[src/rtl/alu_pipe_param.sv]
// alu_pipe_param: two-stage pipelined ALU with a valid/ready handshake on both sides.
// Stage 1 captures the operand bundle, stage 2 computes and registers the result
// and its carry/zero/sign flags. Both stages advance together so one bundle can be
// accepted and one delivered every cycle while the consumer keeps out_ready high.
// Optional feature: define ALU_ILLEGAL_OP_EN to add the sticky illegalOp output.
// Operations: 0 ROL, 1 ROR, 2 MAX, 3 MIN, 4 PASSB, 5 NOR, 6 SMAX, 7 SMIN; 8..15 produce zero.

module alu_pipe_param #(
    parameter int WIDTH = 16,
    parameter int SHW   = $clog2(WIDTH)
) (
    input  logic             clk,
    input  logic             rst_n,
    input  logic             in_valid,
    output logic             in_ready,
    input  logic [3:0]       opcode,
    input  logic [WIDTH-1:0] input1,
    input  logic [WIDTH-1:0] input2,
    input  logic [SHW-1:0]   shiftValue,
    output logic             out_valid,
    input  logic             out_ready,
    output logic [WIDTH-1:0] result,
    output logic             carryFlag,
    output logic             zeroFlag,
    output logic             signFlag
`ifdef ALU_ILLEGAL_OP_EN
    ,
    output logic             illegalOp
`endif
);

    typedef enum logic [3:0] {
        OP_ROL   = 4'd0,
        OP_ROR   = 4'd1,
        OP_MAX   = 4'd2,
        OP_MIN   = 4'd3,
        OP_PASSB = 4'd4,
        OP_NOR   = 4'd5,
        OP_SMAX  = 4'd6,
        OP_SMIN  = 4'd7
    } aluOp_e;

    // Stage 1 holding registers
    logic             s1Valid;
    logic [3:0]       s1Op;
    logic [WIDTH-1:0] s1A;
    logic [WIDTH-1:0] s1B;
    logic [SHW-1:0]   s1Shift;

    // Handshake / advance controls
    logic s2Load;
    logic inFire;

    // Combinational ALU datapath between the stages
    logic [31:0]        rotAmt;
    logic [2*WIDTH-1:0] dblA;
    logic [WIDTH-1:0]   rolVal;
    logic [WIDTH-1:0]   rorVal;
    logic               ltUnsigned;
    logic               ltSigned;
    logic               eqAB;
    logic [WIDTH-1:0]   aluResult;
    logic               aluCarry;
    logic               aluZero;
    logic               aluSign;

    // Stage 2 may take a new bundle when it is empty or its content leaves this
    // cycle; stage 1 may take one when it is empty or moves into stage 2. Neither
    // depends on in_valid, so in_ready has no combinational path from in_valid.
    assign s2Load   = !out_valid || out_ready;
    assign in_ready = !s1Valid || s2Load;
    assign inFire   = in_valid && in_ready;

    // Stage 1: capture the operand bundle whenever the slot is free or draining
    always_ff @(posedge clk) begin
        if (!rst_n) begin
            s1Valid <= 1'b0;
            s1Op    <= '0;
            s1A     <= '0;
            s1B     <= '0;
            s1Shift <= '0;
        end else if (in_ready) begin
            s1Valid <= in_valid;
            if (in_valid) begin
                s1Op    <= opcode;
                s1A     <= input1;
                s1B     <= input2;
                s1Shift <= shiftValue;
            end
        end
    end

    // Rotate amount is reduced modulo WIDTH; rotations come from a doubled copy of
    // input1 so that amount 0 naturally returns the operand unchanged.
    always_comb begin
        rotAmt     = 32'(s1Shift) % 32'(WIDTH);
        dblA       = {s1A, s1A};
        rolVal     = WIDTH'(dblA >> (32'(WIDTH) - rotAmt));
        rorVal     = WIDTH'(dblA >> rotAmt);
        ltUnsigned = (s1A < s1B);
        ltSigned   = ($signed(s1A) < $signed(s1B));
        eqAB       = (s1A == s1B);
    end

    // Operation select; compare ops return input2 on a tie and report A<B as carry
    always_comb begin
        aluResult = '0;
        aluCarry  = 1'b0;
        case (s1Op)
            OP_ROL: begin
                aluResult = rolVal;
                aluCarry  = (rotAmt != 32'd0) ? rolVal[0] : 1'b0;
            end
            OP_ROR: begin
                aluResult = rorVal;
                aluCarry  = (rotAmt != 32'd0) ? rorVal[WIDTH-1] : 1'b0;
            end
            OP_MAX: begin
                aluResult = (ltUnsigned || eqAB) ? s1B : s1A;
                aluCarry  = ltUnsigned;
            end
            OP_MIN: begin
                aluResult = (ltUnsigned && !eqAB) ? s1A : s1B;
                aluCarry  = ltUnsigned;
            end
            OP_PASSB: begin
                aluResult = s1B;
                aluCarry  = 1'b0;
            end
            OP_NOR: begin
                aluResult = ~(s1A | s1B);
                aluCarry  = 1'b0;
            end
            OP_SMAX: begin
                aluResult = (ltSigned || eqAB) ? s1B : s1A;
                aluCarry  = ltSigned;
            end
            OP_SMIN: begin
                aluResult = (ltSigned && !eqAB) ? s1A : s1B;
                aluCarry  = ltSigned;
            end
            default: begin
                aluResult = '0;
                aluCarry  = 1'b0;
            end
        endcase
        aluZero = (aluResult == '0);
        aluSign = aluResult[WIDTH-1];
    end

    // Stage 2: register result and flags; hold them untouched while stalled
    always_ff @(posedge clk) begin
        if (!rst_n) begin
            out_valid <= 1'b0;
            result    <= '0;
            carryFlag <= 1'b0;
            zeroFlag  <= 1'b0;
            signFlag  <= 1'b0;
        end else if (s2Load) begin
            out_valid <= s1Valid;
            if (s1Valid) begin
                result    <= aluResult;
                carryFlag <= aluCarry;
                zeroFlag  <= aluZero;
                signFlag  <= aluSign;
            end
        end
    end

`ifdef ALU_ILLEGAL_OP_EN
    // Sticky marker set when an opcode outside 0..7 is accepted; only reset clears it
    always_ff @(posedge clk) begin
        if (!rst_n) begin
            illegalOp <= 1'b0;
        end else if (inFire && opcode[3]) begin
            illegalOp <= 1'b1;
        end
    end
`else
    // Without the status output an illegal opcode just yields a zero result
    logic unusedFire;
    assign unusedFire = inFire;
`endif

endmodule

[config.mk]
export PLATFORM = sky130hd
export DESIGN_NAME = alu_pipe_param
export DESIGN_NICKNAME = d
export VERILOG_FILES = /design/src/rtl/alu_pipe_param.sv
export SDC_FILE = /design/constraint.sdc
export NUM_CORES = 1
export LEC_CHECK = 0
export ABC_CLOCK_PERIOD_IN_PS = 4200
export CAP_MARGIN = 20
export CORE_MARGIN = 8
export CORE_UTILIZATION = 40
export CTS_CLUSTER_DIAMETER = 120
export DETAILED_ROUTE_END_ITERATION = 6
export HOLD_SLACK_MARGIN = 0.15
export PLACE_DENSITY_LB_ADDON = 0.15
export SLEW_MARGIN = 0
export SYNTH_ARGS = -nofsm -noshare
export SYNTH_HDL_FRONTEND = slang
export SYNTH_SLANG_ARGS = --single-unit
[constraint.sdc]
create_clock -name clk -period 4.2 [get_ports clk]
set_clock_uncertainty 0.1 [all_clocks]
set_input_delay 0.84 -clock clk [delete_from_list [all_inputs] [get_ports clk]]
set_output_delay 0.84 -clock clk [all_outputs]
set_load 0.02 [all_outputs]
## After elaboration in Yosys (flattened, before gate mapping)

Index checks and enable logic that the tools add are counted.

- Add/subtract/negate cells: 1
- Multiply operators: 0
- Divide/modulo/power cells: 0
- Magnitude comparators: 2
- Equal/unequal tests: 8
- Shift operators: 2
- Muxes and demuxes: 8
- Bitwise logic cells: 2
- Reductions and logical operators: 16

Operators with widths:

| operator | number |
|---|---|
| 16-bit one-hot mux with 8 select lines | 1 |
| 16-bit 2-to-1 mux | 4 |
| 16-bit < comparator | 2 |
| 32-bit nonzero test | 1 |
| 32-bit by 32-bit >> shifter with 16-bit output | 1 |
| 32-bit by 4-bit >> shifter with 16-bit output | 1 |
| 16-bit == test | 1 |
| 4-bit by 3-bit == test with 1-bit output (second input constant) | 4 |
| 16-bit logical NOT | 1 |
| 16-bit NOT | 1 |
| 16-bit bitwise OR | 1 |
| 4-bit by 2-bit == test with 1-bit output (second input constant) | 2 |
| 5-bit by 4-bit subtractor with 6-bit output (first input constant) | 1 |
| 4-bit by 1-bit == test with 1-bit output (second input constant) | 1 |
| 4-bit logical NOT | 1 |
| 1-bit logical OR | 4 |
| 1-bit one-hot mux with 4 select lines | 1 |
| 2-bit AND reduction | 2 |
| 2-bit OR reduction | 2 |
| 1-bit logical NOT | 3 |
| 1-bit logical AND | 2 |
| 1-bit 2-to-1 mux | 2 |

- Register bits after elaboration: 61
- Bits in latches: 0
- Memory bits (writable): 0
- ROM bits: 0
- Input port bits: 44
- Output and inout bits: 21
- Logic and storage cells: 49
- Memories kept: 0

## Depth between registers and ports, before layout

Gate-level depths: netlist (run 1).

- Depth after elaboration: 6
- Gate-level depth with buffers: 17
- Gate-level depth less buffers: 12

## Worst setup path after synthesis (run 1)

OpenSTA, ideal clock, no wires.

- Kind: register -> register
- Start: register s1Shift[0]
- End: register zeroFlag
- Setup time: 0.087 ns
- Arrival time: 3.756 ns
- Required time: 4.013 ns
- Slack: 0.257 ns
- Cell stages (with the launch flop): 16
- Buffers on the path: 4
- Clock period less this slack: 3.943 ns
- Path through: dfxtp_1 -> buf_2 -> inv_1 -> clkbuf_1 -> buf_2 -> ha_1 -> buf_1 -> mux2_2 -> mux2i_1 -> inv_1 -> mux4_2 -> a222oi_1 -> o21ai_0 -> a221oi_1 -> nand4_1 -> o31ai_1

- Longest elaborated chain between the ends: 4
- Elaborated cells on any way between the ends: 5
- Those cells by class: add/sub: 1; shift: 2; mux: 1; reduce/logical: 1

Ends and longest elaborated chain:

| element | RTL line | RTL |
|---|---|---|
| start, declared | 48 | `logic [SHW-1:0] s1Shift;` |
| start signal, assigned | 88 | `s1Shift <= shiftValue;` |
| 5-bit by 4-bit subtractor with 6-bit output | 98 | `rolVal = WIDTH'(dblA >> (32'(WIDTH) - rotAmt));` |
| 32-bit by 32-bit >> shifter with 16-bit output | 98 |  |
| 16-bit one-hot mux with 8 select lines (*) | 109 | `case (s1Op)` |
| 16-bit logical NOT (*) | 147 | `aluZero = (aluResult == '0);` |
| end signal, assigned | 164 | `zeroFlag <= aluZero;` |
| end, declared | 24 | `output logic zeroFlag,` |

Every way passes the cells marked *; elsewhere a longest branch is shown, timed or not.
A chain may end at the register's enable or synchronous reset.

## Final worst setup path (run 1)

- Start: register s1Shift[1]
- End: register zeroFlag

The elaborated chain is that of the path after synthesis.

==> summary.txt, run 1 <==
Outcome
  • Run status: completed

Die
  • I/O pin total: between 60 and 70
  • Die Y: 136 um
  • Core Region: 14,400 sq um
  • Initial core utilization: 40.4%
  • Die width: 136 um
  • # rows: between 40 and 50
  • DIE AREA: around 19,000 sq um

Layout
  • Final-stage net count: between 900 and 1,000
  • Layout fillers: ~1,400
  • Post-route cell area: between 7000 and 8000 sq um
  • Finished Layout Cells: ~1,000
  • Fraction of layout cells with a size suffix above 1: between 10% and 20%
  • Layout Utilization: 50.1%
  • Layout area overhead: 24.0%

Critical path
  • Crit path max-delay cell type: ha_1
  • Max incr delay on CP: about 0.64 ns
  • Family with the most delay on the worst path: compound AO/OA/AOI/OAI gates
  • Setup crit start kind: flop
  • Arrival time worst endpoint: ~4.1 ns
  • Crit path top cell by count: o211ai_1
  • Crit path capture type: flop
  • Critical Path Fanout Max: 12
  • Crit path cell chain: inv_2 -> ha_1 -> mux2i_1 -> mux2_2 -> o21ai_0 -> o211ai_1 -> o211ai_1 -> a311oi_1 -> o211ai_1 -> nor4_1 -> nand4_1 -> o31ai_1
  • Bufs and invs on worst path: 1
  • Critical path class: flop to flop
  • WP data required: between 4 and 5 ns

GRT
  • Initial antenna violation count: 0
  • Gr usage total: 28.7%
  • Vias in the first global route: ~6,300
  • Grt met2 use: a little under half
  • GRT busiest layer: met2
  • GRT overflow: 0
  • Largest net degree at the start of global routing: 56
  • First-pass GRT wire length: 39.8 mm
  • Grt met3 use: around 5.2%
  • Met1 usage: 36.7%

Yosys
  • Post-Syn Nets: 850
  • Yosys warns: 0
  • Post-Syn Area: a little under 6000 sq um
  • EDFF count, synth: 0
  • Seq cells post-synth: 60
  • Post-synth top cells: nand2_1, a21oi_1, dfxtp_1
  • Cells after synthesis: just under 800
  • Post-synth top area share: approximately a fifth
  • Most frequent cell after synthesis: nand2_1
  • Seq/Total Area, Yosys: approximately 21%
  • Largest area contributor in the netlist: dfxtp_1
  • Main synth FF type: dfxtp_1
  • Asr flop ratio synth: 0%
  • Syn Area/Cell: about 7.5 sq um
  • Synth area leaders: dfxtp_1, nand2_1, ha_1, mux4_2, mux2i_1
  • Synth cell types: 69

Timing
  • Highest Clock Rate: between 200 and 300 MHz
  • RSZ-0062 raised after global routing: false
  • Setup TNS: 0 ns
  • Max Slew Vio Count: 0
  • Final hold viol count: 0
  • Final setup violation count: 0
  • Worst slew margin: 40.8%
  • Worst setup margin: 0.234 ns
  • Hold slack: 0.392 ns
  • Final period util: 94.4%
  • Tmin final: ~4.0 ns
  • Actual slew at the worst max-slew pin: 0.885 ns

Power and ir drop
  • Leakage power: 2.74 nW
  • Pwr Density: approximately 310 nW/um^2
  • Sequential power share: around 29%
  • VDD IR-drop max: 194 uV
  • Clk pwr share: approximately 34%
  • Switching Share: between 30 and 40%
  • Comb pwr share: about 38%
  • Cell internal pwr: around 1.4 mW
  • Sw Pwr: 821 uW
  • Total power: 2.26 mW

Drt
  • Routed wire per std cell: approximately 25 um
  • Vias post-DR: about 6,500
  • Pre-antenna DRT Iters: 5
  • Via density: approximately 6.3
  • Total wire length: ~26 mm
  • DR DRC count: 0
  • Final ANT Viol Nets: 0
  • First DRT Iteration DRCs: between 600 and 700

Place
  • Placed inst area: approximately 7000 sq um
  • Hpwl dp: 20.6 mm
  • Pre-CTS setup slack: -0.0602 ns
  • Placer Congestion: ~0.99
  • Input/output buffers: between 60 and 70
  • Cells after DPL: 1,015

Clock network
  • Clk sinks: 60
  • Root Driver: clkbuf_16
  • CTS tree: done
  • H-tree Lvls: 3
  • Worst skew pair latency: between 0.3 and 0.4 ns
  • Clock slew at reported path FFs: 0.05 ns
  • Total CTS buffers: 9
  • CTS Buffer Depth: 2
  • # Post-CTS Setup Buffers: 0

Run
  • Max cap viols: 0

Worst hold path
  • Min-Delay Path Class: flop to flop
==> power groups by stage <==
stage	clock network (mW)	registers, mW	logic, mW
final	0.760	0.644	0.852
after global routing	0.794	0.647	0.906
after CTS	0.771	0.642	0.830
after detailed placement	0	0.654	0.825
after global placement	0	0.654	0.829
after floorplan	0	0.654	0.497
==> worst register-to-register path, stage by stage, from the launching register on <==
cell,delay [ns]
dfxtp_1,0.35
inv_2,0.11
ha_1,0.64
mux2i_1,0.46
mux2_2,0.26
o21ai_0,0.17
o211ai_1,0.28
o211ai_1,0.19
a311oi_1,0.34
o211ai_1,0.27
nor4_1,0.29
nand4_1,0.16
o31ai_1,0.27
==> kinds of logic after synthesis <==
| kind of cell | Yosys count | share of synthesized area [%] |
|---|---|---|
| adders and majority gates | 33 | 7.11 |
| and+or+nand+nor | 276 | 21.3 |
| buffers and inverters | 114 | 7.89 |
| xor gates and xnor gates | 4 | 0.841 |
| muxes | 77 | 17.5 |
| AOI/OAI and AO/OA | 209 | 24.7 |
| DFF | 60 | 20.7 |
==> metal layers <==
layer / routed length, um / up-vias
met5: 0 / -
met4: 1130 / 0
met3: 1850 / 58
met2: 12200 / 366
met1: 11200 / 3126
li1: - / 2945
==> state kept, by name, summed over array words and instances (netlist names) <==
register   cells
s1Op           4
carryFlag      1
s1A           16
result        16
zeroFlag       1
s1Shift        4
s1Valid        1
out_valid      1
s1B           16
==> what timing repair did <==
action | 4_1_cts | 5_1_grt
endpoints found under the setup margin | 2 | 1
hold buffers | 0 | 0
gates resized for setup | 1 | 3
==> layout by cell type (no fill, tap or decap), types with 9 or more instances in the layout <==
| master | synthesis | routed |
|---|---|---|
| a21oi_1 | 62 | 62 |
| a222oi_1 | 9 | 9 |
| a22oi_1 | 10 | 10 |
| a31oi_1 | 11 | 11 |
| buf_4 | 1 | 59 |
| clkbuf_16 | 0 | 9 |
| clkdlybuf4s50_1 | 0 | 64 |
| dfxtp_1 | 60 | 60 |
| ha_1 | 33 | 33 |
| inv_1 | 47 | 47 |
| mux2_2 | 25 | 25 |
| mux2i_1 | 35 | 35 |
| mux4_2 | 17 | 17 |
| nand2_1 | 143 | 143 |
| nand2b_1 | 10 | 10 |
| nand3_1 | 9 | 9 |
| nor2_1 | 57 | 57 |
| nor3_1 | 15 | 13 |
| nor4_1 | 11 | 10 |
| o211ai_1 | 11 | 11 |
| o21ai_0 | 35 | 35 |
==> final cells by class <==
class	count	area, sq um	share of cell area [%]
Tap cell	184	230	3.20
Inverter	48	180	2.50
Clock buffer	12	256	3.56
Antenna cell	1	2.50	0.0348
Sequential cell	60	1200	16.7
Clock inverter	4	47.5	0.661
Multi-Input combinational cell	599	4170	58.0
Timing Repair Buffer	124	1100	15.3
==> worst paths after layout <==
kind                                         startpoint                    end  slack, ns  depth (start not counted)
worst max-delay path            s1Shift[1]$_SDFFE_PN0P_  zeroFlag$_SDFFE_PN0P_       0.23                         12
worst min register to register     s1B[10]$_SDFFE_PN0P_   s1B[10]$_SDFFE_PN0P_       0.39                          2
worst max register to register  s1Shift[1]$_SDFFE_PN0P_  zeroFlag$_SDFFE_PN0P_       0.23                         12
worst min-delay path               s1B[10]$_SDFFE_PN0P_   s1B[10]$_SDFFE_PN0P_       0.39                          2
No activity file was read; power rests on OpenSTA's default activity.
==> run 2, diff against run 1 <==
Settings changed: DONT_BUFFER_PORTS set to 1, GPL_ROUTABILITY_DRIVEN set to 0.
==> run 2 against run 1 <==
The run now ends with DRC left. Sequential power grew 3%. Non-clock buffer count shrank 72. First-iteration DRC count grew 47%. Critical endpoint unchanged. Largest power group unchanged.
==> summary.txt, run 2 (synthesized netlist as in run 1, its figures left out) <==
Layout
  • Leading cell type in the layout, fill and taps excluded: nand2_1
  • N_diodes: 0
  • Layout area overhead: 10.9%
  • Finished Layout Cells: about 960
  • Layout Utilization: 44.8%
  • Final-stage net count: about 850
  • Largest registers: result x16, s1A x16, s1B x16
  • Fraction of layout cells with a size suffix above 1: between 15 and 20%
  • Layout fillers: approximately 1,500
  • Commonest cells after routing, fill and taps aside: nand2_1, a21oi_1, dfxtp_1, nor2_1, buf_4

Timing
  • RSZ-0062 raised after global routing: false
  • Tmin final: 4.01 ns
  • Final hold viol count: 0
  • Max Slew Vio Count: 0
  • Hold slack: 0.372 ns
  • Highest Clock Rate: 249 MHz
  • Final setup violation count: 0
  • Final period util: 95.4%
  • Setup TNS: 0 ns
  • Actual slew at the worst max-slew pin: 0.808 ns
  • Worst slew margin: 45.7%

Power and ir drop
  • Total power: 2.08 mW
  • Leakage power: roughly 2.4 nW
  • Pwr Density: about 320 nW/um^2
  • VDD IR-drop max: 294 uV

GRT
  • GRT busiest layer: met2
  • Gr usage total: between 20% and 30%
  • Largest net degree at the start of global routing: 56
  • Grt met2 use: approximately two fifths
  • Vias in the first global route: between 6,000 and 7,000
  • First-pass GRT wire length: between 30 and 40 mm
  • Grt met3 use: between 6 and 7%
  • GRT overflow: 0
  • Initial antenna violation count: 0
  • Met1 usage: between 30% and 40%

Clock network
  • CTS Buffer Depth: 2
  • Hold-fix buffers, CTS: 0
  • CTS tree: done
  • Root Driver: clkbuf_16
  • H-tree Lvls: 3
  • Clk sinks: 60
  • Worst skew pair latency: between 0.3 and 0.4 ns
  • Total CTS buffers: 9
  • # Post-CTS Setup Buffers: 0
  • Clock slew at reported path FFs: 0.05 ns

Die
  • Initial core utilization: slightly above 40%
  • I/O pin total: between 60 and 70
  • Die Y: about 140 um
  • DIE AREA: between 15,000 and 20,000 sq um
  • # rows: 44
  • Core Region: around 14,000 sq um
  • Die width: 136 um

Drt
  • Vias post-DR: roughly 6,200
  • DR DRC count: 22
  • Via density: 6.49
  • Pre-antenna DRT Iters: 7
  • Routed wire per std cell: ~25 um
  • First DRT Iteration DRCs: a little under 1,000
  • Total wire length: between 20 and 25 mm
  • Final ANT Viol Nets: 0

Outcome
  • Run status: finished with violations
  • Failing checks: DRC

Worst hold path
  • Min-Delay Path Class: flop to flop
  • Hold Path Depth: 2

Run
  • Max cap viols: 0

Critical path
  • Critical Path Fanout Max: 6
  • Arrival time worst endpoint: ~4.2 ns
  • WP data required: approximately 4.4 ns
  • R2R cell count: 11
  • Setup crit start kind: flop
  • Crit path capture type: flop
  • Critical path class: flop to flop

Place
  • Input/output buffers: 0
  • Hpwl dp: ~19 mm
  • Cells after DPL: around 940
run 2: timing repair:
item	CTS	global route
setup endpoints to repair	1	1
resized for setup	1	2
gates cloned	0	0
run 2: path summary, 6_finish.rpt:
check,start,end,slack (ns)
max,s1B[11]$_SDFFE_PN0P_,zeroFlag$_SDFFE_PN0P_,0.19
min,s1A[2]$_SDFFE_PN0P_,s1A[2]$_SDFFE_PN0P_,0.37
max reg2reg,s1B[11]$_SDFFE_PN0P_,zeroFlag$_SDFFE_PN0P_,0.19
min reg2reg,s1A[2]$_SDFFE_PN0P_,s1A[2]$_SDFFE_PN0P_,0.37
run 2: layout make-up:
type / instances / area, sq um / share of cell area (%)
Inverter: 48 / 180 / 2.80
Timing Repair Buffer: 52 / 390 / 6.07
Sequential cell: 60 / 1200 / 18.7
Clock buffer: 12 / 246 / 3.83
Multi-Input combinational cell: 599 / 4160 / 64.7
Tap cell: 184 / 230 / 3.58
Clock inverter: 4 / 25.0 / 0.389
run 2: power breakdown:
group	total [mW]	leakage [nW]	switching [mW]	internal, mW
Clock	0.674	0.129	0.261	0.413
Combinational	0.746	1.82	0.466	0.280
Sequential	0.662	0.494	0.0569	0.605
run 2: critical path, cell delays in order, from the launching register on:
cell and delay (ns):
dfxtp_1 0.39, inv_1 0.11, ha_1 0.36, nor4_1 0.47
nand4_2 0.22, o22ai_1 0.49, o21ai_0 0.30, a311oi_1 0.46
o211ai_1 0.29, nor4_1 0.33, nand4_1 0.15, o31ai_1 0.24
run 2: metrics by stage:
step / instance area, sq um / setup slack [ns]
3_5_place_dp: 6150 / 0.0169
4_1_cts: 6420 / 0.171
5_1_grt: 6440 / 0.0827
3_3_place_gp: 6150 / 0.246
2_1_floorplan: 5800 / 0.257
6_report: 6440 / 0.192
run 2: layer usage:
metal	up-vias	share of wire [%]
met4	0	7.3
met3	103	11
met2	419	44
li1	2798	-
met1	2907	37
met5	-	0
==> run 3, diff against run 2 <==
Settings changed: CTS_BUF_LIST set to sky130_fd_sc_hd__clkbuf_8.
==> run 3 against run 2 <==
The flow now finishes without violations. Clock power fell by 32%. Sequential share of layout area rose by 0.32 points. Critical path depth did not move. Global-route usage fell by 0.19 points. Combinational power barely moved. Worst setup slack got worse by 0.032 ns. Register-to-register slack got worse by 0.03 ns. Total power fell by 10%. Count of clock-buffer cells in the layout fell by 2. Cell count did not move.
==> summary.txt, run 3 (synthesized netlist as in run 1, its figures left out) <==
Drt
  • Vias post-DR: approximately 6,300
  • Total wire length: about 24 mm
  • DR DRC count: 0
  • Routed wire per std cell: 25.2 um
  • Via density: 6.52
  • Final ANT Viol Nets: 0
  • First DRT Iteration DRCs: roughly 1,000
  • Pre-antenna DRT Iters: 7

Clock network
  • Worst skew pair latency: between 0.3 and 0.4 ns
  • H-tree Lvls: 3
  • Root Driver: clkbuf_8
  • Total CTS buffers: 9
  • # Post-CTS Setup Buffers: 0
  • CTS Buffer Depth: 2
  • CTS tree: done
  • Clk sinks: 60
  • Clock slew at reported path FFs: ~0.07 ns

GRT
  • GRT overflow: 0
  • Vias in the first global route: 5,980
  • First-pass GRT wire length: about 36 mm
  • Initial antenna violation count: 0
  • Largest net degree at the start of global routing: 56
  • Gr usage total: 25.8%

Die
  • Die Y: roughly 140 um
  • Core Region: around 14,000 sq um
  • # rows: 44
  • I/O pin total: 65
  • DIE AREA: ~19,000 sq um
  • Die width: between 100 and 150 um
  • Initial core utilization: just over 40%

Critical path
  • Arrival time worst endpoint: 4.20 ns
  • Setup crit start kind: flop
  • Critical Path Fanout Max: 6
  • Crit path capture type: flop
  • WP data required: approximately 4.4 ns
  • Critical path class: flop to flop

Timing
  • Tmin final: roughly 4 ns
  • Max Slew Vio Count: 0
  • Final setup violation count: 0
  • Final period util: 96.2%
  • Worst slew margin: 49.5%
  • Setup TNS: 0 ns
  • RSZ-0062 raised after global routing: false
  • Actual slew at the worst max-slew pin: ~0.75 ns
  • Highest Clock Rate: ~250 MHz
  • Final hold viol count: 0

Layout
  • Finished Layout Cells: 959
  • Largest registers: result x16, s1A x16, s1B x16
  • Post-route cell area: between 6000 and 7000 sq um
  • Commonest cells after routing, fill and taps aside: nand2_1, a21oi_1, dfxtp_1, nor2_1, buf_4
  • N_diodes: 0
  • Layout fillers: 1,496
  • Layout area overhead: 9.03%
  • Final-stage net count: approximately 850
  • Fraction of layout cells with a size suffix above 1: 16.3%
  • Leading cell type in the layout, fill and taps excluded: nand2_1

Worst hold path
  • Min-Delay Path Class: flop to flop

Outcome
  • Run status: completed

Place
  • Cells after DPL: 943
  • Hpwl dp: about 19 mm
  • Placed inst area: 6150 sq um
  • Input/output buffers: 0

Run
  • Max cap viols: 0

Power and ir drop
  • VDD IR-drop max: 279 uV
  • Leakage power: 2.40 nW
  • Pwr Density: 295 nW/um^2
[run 3: cell types whose count changed in the layout (fill, tap and decap cells not counted), sizes merged]
cell / before / now
clkbuf: 12 / 10
inv: 48 / 50
[run 3: final timing paths]
check	startpoint	end	slack (ns)	cells past startpoint
worst min-delay path	s1A[2]$_SDFFE_PN0P_	s1A[2]$_SDFFE_PN0P_	0.38	2
worst min register to register	s1A[2]$_SDFFE_PN0P_	s1A[2]$_SDFFE_PN0P_	0.38	2
worst max register to register	s1B[11]$_SDFFE_PN0P_	zeroFlag$_SDFFE_PN0P_	0.16	11
worst max-delay path	s1B[11]$_SDFFE_PN0P_	zeroFlag$_SDFFE_PN0P_	0.16	11
[run 3: power by group]
group	internal [mW]	switching [mW]	leakage, nW
combinational	0.280	0.466	1.82
sequential	0.604	0.0571	0.494
clock	0.223	0.234	0.0907
total	1.11	0.757	2.40
[run 3: layout make-up]
cell class,count,area (sq um),share of cell area [%]
Inverter,48,180,2.85
Sequential cell,60,1200,19.0
Timing Repair Buffer,52,390,6.17
Multi-Input combinational cell,599,4160,65.7
Clock buffer,10,138,2.17
Clock inverter,6,32.5,0.514
Tap cell,184,230,3.64
[run 3: stage by stage]
| stage | hold WS (ns) | util, % | setup WS (ns) | total power, mW |
|---|---|---|---|---|
| after floorplan | 0.349 | - | 0.257 | 1.15 |
| after global placement | 0.367 | 42.8 | 0.246 | 1.38 |
| after detailed placement | 0.366 | 42.8 | 0.0169 | 1.39 |
| after CTS | 0.375 | 44.0 | 0.163 | 1.85 |
| after global routing | 0.406 | 44.0 | 0.0504 | 1.95 |
| final | 0.379 | 44.0 | 0.159 | 1.86 |
[run 3: per-layer routing]
layer / global-route usage [%] / up-vias / routed length, um / share of wire (%)
li1: - / 2797 / - / -
met4: 16.9 / 0 / 1550 / 6.4
met3: 6.80 / 101 / 2460 / 10
met5: 0 / - / 0 / 0
met2: 39.8 / 395 / 10800 / 45
met1: 31.1 / 2963 / 9290 / 38
[run 3: timing repair]
item                                    4_1_cts  5_1_grt
hold buffers                                  0        0
resized for setup                             1        1
pin swaps                                     0        0
hold endpoints to repair                      0        0
endpoints found under the setup margin        1        1
[run 3: worst max-delay path, cell delays in order, from the launching register on]
cell and delay [ns]:
dfxtp_1 0.40, inv_1 0.11, ha_1 0.36, nor4_1 0.48, nand4_2 0.22, o22ai_1 0.50
o21ai_0 0.30, a311oi_1 0.46, o211ai_1 0.29, nor4_1 0.34, nand4_1 0.15, o31ai_1 0.24
